`src/rtl/pe_pkg.sv`:
```
// Shared types and widths for the PE MAC job sequencer.
// Latency: n/a (declarations only).
// Backpressure: n/a (declarations only).
package pe_pkg;

  // Operand width on the PE multiplier inputs.
  localparam int PE_OP_W  = 8;
  // Accumulator / result width of the PE.
  localparam int PE_ACC_W = 24;

  // Job sequencer states.
  typedef enum logic [1:0] {
    IDLE   = 2'd0,
    RUN    = 2'd1,
    WAIT   = 2'd2,
    RESULT = 2'd3
  } pe_state_e;

endpackage

```
`src/rtl/pe_mac_seq.sv`:
```
// Job sequencer for one PE MAC core: streams a dot-product job into the PE and returns its sum.
// Latency: N back-to-back beats starting at T give pe_out_vld at T+N and res_valid at T+N+1.
// Backpressure: op_ready only in RUN; the result is held until res_ready; cfg_abort overrides all.
module pe_mac_seq
  import pe_pkg::*;
#(
  parameter int MAX_LEN = 256,
  parameter int LEN_W   = $clog2(MAX_LEN + 1)
) (
  input  logic                       clk,
  input  logic                       reset_n,
  // job configuration
  input  logic                       cfg_start,
  input  logic [LEN_W-1:0]           cfg_len,
  input  logic                       cfg_accum,
  input  logic                       cfg_abort,
  output logic                       busy,
  output logic                       err_len,
  // operand stream
  input  logic                       op_valid,
  output logic                       op_ready,
  input  logic [PE_OP_W-1:0]         op_a,
  input  logic signed [PE_OP_W-1:0]  op_b,
  // PE core interface
  output logic                       pe_read_in,
  output logic                       pe_mode_sel,
  output logic                       pe_clr_acc,
  output logic [PE_OP_W-1:0]         pe_a,
  output logic signed [PE_OP_W-1:0]  pe_b,
  input  logic                       pe_out_vld,
  input  logic signed [PE_ACC_W-1:0] pe_pro_sum,
  // result port
  output logic                       res_valid,
  input  logic                       res_ready,
  output logic signed [PE_ACC_W-1:0] res_data
);

  pe_state_e                  state_q;
  logic [LEN_W-1:0]           cnt_q;
  logic                       first_q;
  logic                       err_len_q;
  logic                       res_valid_q;
  logic signed [PE_ACC_W-1:0] res_data_q;

  logic len_ok;
  logic abort;
  logic beat;

  // A job length is legal only inside 1..MAX_LEN.
  assign len_ok = (cfg_len != '0) && (cfg_len <= LEN_W'(MAX_LEN));

  // Abort only means something while a job is in flight; in IDLE it is a no-op.
  assign abort = cfg_abort && (state_q != IDLE);

  // Operands flow only in RUN, and an abort in the same cycle blocks the beat.
  assign op_ready = (state_q == RUN) && !cfg_abort;
  assign beat     = op_valid && op_ready;

  // PE drive is combinational with the beat; data lines are zeroed between beats.
  assign pe_read_in  = beat;
  assign pe_mode_sel = beat && !first_q;
  assign pe_a        = beat ? op_a : '0;
  assign pe_b        = beat ? op_b : '0;
  assign pe_clr_acc  = abort;

  assign busy      = (state_q != IDLE);
  assign err_len   = err_len_q;
  assign res_valid = res_valid_q;
  assign res_data  = res_data_q;

  // Job FSM: length counter, first-beat flag, error pulse and result register.
  always_ff @(posedge clk or negedge reset_n) begin
    if (!reset_n) begin
      state_q     <= IDLE;
      cnt_q       <= '0;
      first_q     <= 1'b0;
      err_len_q   <= 1'b0;
      res_valid_q <= 1'b0;
      res_data_q  <= '0;
    end else begin
      err_len_q <= 1'b0;
      if (abort) begin
        state_q     <= IDLE;
        res_valid_q <= 1'b0;
        cnt_q       <= '0;
      end else begin
        case (state_q)
          IDLE: begin
            if (cfg_start) begin
              if (len_ok) begin
                cnt_q   <= cfg_len;
                first_q <= !cfg_accum;
                state_q <= RUN;
              end else begin
                err_len_q <= 1'b1;
              end
            end
          end
          RUN: begin
            if (beat) begin
              first_q <= 1'b0;
              cnt_q   <= cnt_q - LEN_W'(1);
              if (cnt_q == LEN_W'(1)) begin
                state_q <= WAIT;
              end
            end
          end
          WAIT: begin
            if (pe_out_vld) begin
              res_data_q  <= pe_pro_sum;
              res_valid_q <= 1'b1;
              state_q     <= RESULT;
            end
          end
          RESULT: begin
            if (res_ready) begin
              res_valid_q <= 1'b0;
              state_q     <= IDLE;
            end
          end
          default: begin
            state_q <= IDLE;
          end
        endcase
      end
    end
  end

endmodule

```
`config.mk`:
```
export PLATFORM = sky130hd
export DESIGN_NAME = pe_mac_seq
export DESIGN_NICKNAME = d
export VERILOG_FILES = /design/src/rtl/pe_pkg.sv /design/src/rtl/pe_mac_seq.sv
export SDC_FILE = /design/constraint.sdc
export NUM_CORES = 1
export LEC_CHECK = 0
export ABC_AREA = 1
export BUFFER_PORTS_ARGS = -buffer_cell sky130_fd_sc_hd__clkbuf_2
export CORE_ASPECT_RATIO = 1.25
export CORE_MARGIN = 4
export CORE_UTILIZATION = 35
export DETAILED_ROUTE_END_ITERATION = 6
export PLACE_DENSITY = 0.73
export SLEW_MARGIN = 5
export SYNTH_ARGS = -nofsm -noshare
export SYNTH_HDL_FRONTEND = slang
export SYNTH_SLANG_ARGS = --single-unit
```
`constraint.sdc`:
```
create_clock -name clk -period 2.2 [get_ports clk]
set_clock_uncertainty 0.2 [all_clocks]
set_input_delay 0.44 -clock clk [delete_from_list [all_inputs] [get_ports clk]]
set_output_delay 0.44 -clock clk [all_outputs]
set_load 0.01 [all_outputs]
```
==> flow_summary.json <==
{
  "crit_arrival_ps": 1470,
  "antenna_found_initial": 0,
  "routed_wl_um": 5110,
  "drive_gt1_share_pct": 43.5,
  "cpMaxStageDelayCell": "dfrtp_1",
  "core.rowCount": 31,
  "die_y_um": 95.7,
  "first_pass_iters": 4,
  "cp_num_buf_inv": 3,
  "violations": "negative hold slack",
  "max_slew_margin_pct": 68.0,
  "synthDistinctLibCells": 29,
  "viasPerCell": 4.51,
  "ys_ff_latch": 38,
  "crit_family": "buffers and inverters",
  "postRouteAntennaNets": 0,
  "worstMarginPinSlew_ps": 481,
  "cts.htree.levels": 2,
  "power_density_nw_per_um2": 1260,
  "dr.first_iter.drc_count": 95,
  "status": "complete, but fails checks",
  "start_util_pct": 36.5,
  "required_ps": 1560,
  "leakage_nw": 1.70,
  "grt_pass1_vias": 1961,
  "coreArea_um2": 5900,
  "start_kind": "flop",
  "pre_cts_slack_ps": 142,
  "crit_fanout": 12,
  "path_cells": "inv_2 -> ha_4 -> nand3_1 -> buf_4 -> nor2_1 -> clkbuf_2",
  "cap_violations": 0,
  "diodes": 0,
  "synth_seq_area_share_pct": 44.1,
  "routedWlPerCell_um": 11.7,
  "path_class": "flop to output pin",
  "hold_ws_ps": -11.2,
  "ys.warnings.count": 0,
  "clockRootBuffer": "clkbuf_8",
  "worst_slack_ps": 93.9,
  "grt-ovfl-total": 0,
  "finalSetupViolCount": 0,
  "period_needed_ps": 2110,
  "grt_pass1_wl_um": 8380,
  "clkSinkCount": 38,
  "total_power_mw": 3.63,
  "vias": 1966,
  "grt_usage_pct": 13.8,
  "cpPeakStageDelay_ps": 410,
  "cts_made_buffers": 5,
  "dieArea_um2": 7480,
  "syn_inst": 243,
  "fmax_ghz": 0.475,
  "nets": 416,
  "die_w_um": 78.2,
  "setup_tns_ps": 0,
  "num_io_pins": 104,
  "place_congestion": 0.836,
  "cp-end-kind": "output pin",
  "slew_viol_final": 0,
  "drc_errors": 0,
  "hold_path_class": "primary input to async pin",
  "worstSkewPairLatency_ps": 290,
  "dp_hpwl_um": 3980,
  "path_clk_slew_ps": 80,
  "cts.path.max_buffers": 2,
  "syn_area_um2": 2150,
  "grt_start_max_net_pins": 39,
  "finalCritPeriodShare_pct": 95.7,
  "syn_nets": 306,
  "hold_viol": 14,
  "area_growth_pct": 33.6,
  "ir_worst_vdd_v": 0.000694,
  "cts_tree": "built",
  "post_synth.cell_area_avg_um2": 8.87,
  "io_buffers": 103
}
[kinds of logic after synthesis]
family	synth area share (%)
adders and majority gates	3.48
xor gates and xnor gates	0.407
muxes	16.5
buffers and inverters	8.48
AOI/OAI and AO/OA	4.30
DFF	44.1
and+or+nand+nor	22.7
[synthesized netlist by cell type (all sizes together)]
cell,number,share of area (%)
nand2,54,10
dfrtp,38,44
nor2,37,6.6
inv,36,6.3
mux2,24,16
nand3,15,4.1
o21ai,13,3.0
ha,6,3.5
buf,5,1.9
nand4,3,0.87
nand3b,2,0.70
o21bai,2,0.70
a21boi,1,0.35
a21oi,1,0.23
clkbuf,1,0.17
clkinv,1,0.17
mux2i,1,0.46
nor3,1,0.23
or2,1,0.29
xor2,1,0.41
[sequential cells by signal (all words and copies together), names as in the netlist]
signal / flops
cnt_q: 9
err_len: 1
first_q: 1
res_data: 24
res_valid: 1
state_q: 2
[layout make-up]
| cell class | instances | area, um^2 |
|---|---|---|
| Timing Repair Buffer | 109 | 561 |
| Multi-Input combinational cell | 162 | 1040 |
| Sequential cell | 38 | 952 |
| Inverter | 37 | 139 |
| Clock buffer | 6 | 72.6 |
| Tap cell | 82 | 103 |
| Fill cell | 587 | 3020 |
| Clock inverter | 2 | 13.8 |
[report_power, final]
| part | internal, mW | total [mW] | switching, mW |
|---|---|---|---|
| clock network | 0.223 | 0.466 | 0.242 |
| registers | 1.03 | 1.25 | 0.217 |
| logic | 0.901 | 1.91 | 1.01 |
[what timing repair did]
action	CTS	global route
cloned	0	0
buffers inserted	0	1
pin swaps	0	0
hold buffers	0	0
endpoints found under the setup margin	14	19
gates resized for setup	1	6
[final timing paths]
kind	cells after the start	to	slack [ps]	startpoint
worst max-delay path	6	pe_mode_sel	90	state_q[1]
worst min-delay path	2	res_data[3]	-10	reset_n
worst max register to register	6	res_data[0]	150	state_q[0]
worst min register to register	2	cnt_q[1]	290	cnt_q[1]
max in group asynchronous	2	state_q[0]	1440	reset_n
min in group clk	3	err_len	170	cfg_start
[cells in the final DEF (no fill, tap or decap), drive strengths merged]
| master | instances |
|---|---|
| clkbuf | 109 |
| nand2 | 54 |
| dfrtp | 38 |
| nor2 | 37 |
| inv | 36 |
| mux2 | 24 |
| nand3 | 15 |
| o21ai | 13 |
| buf | 6 |
| ha | 6 |
| nand4 | 3 |
| clkinv | 3 |
| o21bai | 2 |
| nand3b | 2 |
| a21boi | 1 |
| nor3 | 1 |
| a21oi | 1 |
| or2 | 1 |
| xor2 | 1 |
| mux2i | 1 |
[metal layers]
layer	global-route usage, %	part of all wire [%]	vias to the layer above
met5	0	0	-
met4	4.23	1.5	0
met3	4.40	9.1	10
met2	24.3	49	77
met1	16.1	41	898
li1	-	-	981
[stage by stage]
| step | std cells | cell area, um^2 | utilization, % |
|---|---|---|---|
| after floorplan | 243 | 2150 | - |
| after global placement | 427 | 2770 | 46.9 |
| after detailed placement | 427 | 2770 | 46.9 |
| after CTS | 435 | 2860 | 48.4 |
| after global routing | 436 | 2880 | 48.8 |
| final | 436 | 2880 | 48.8 |
(Power assumes the default switching activity.)
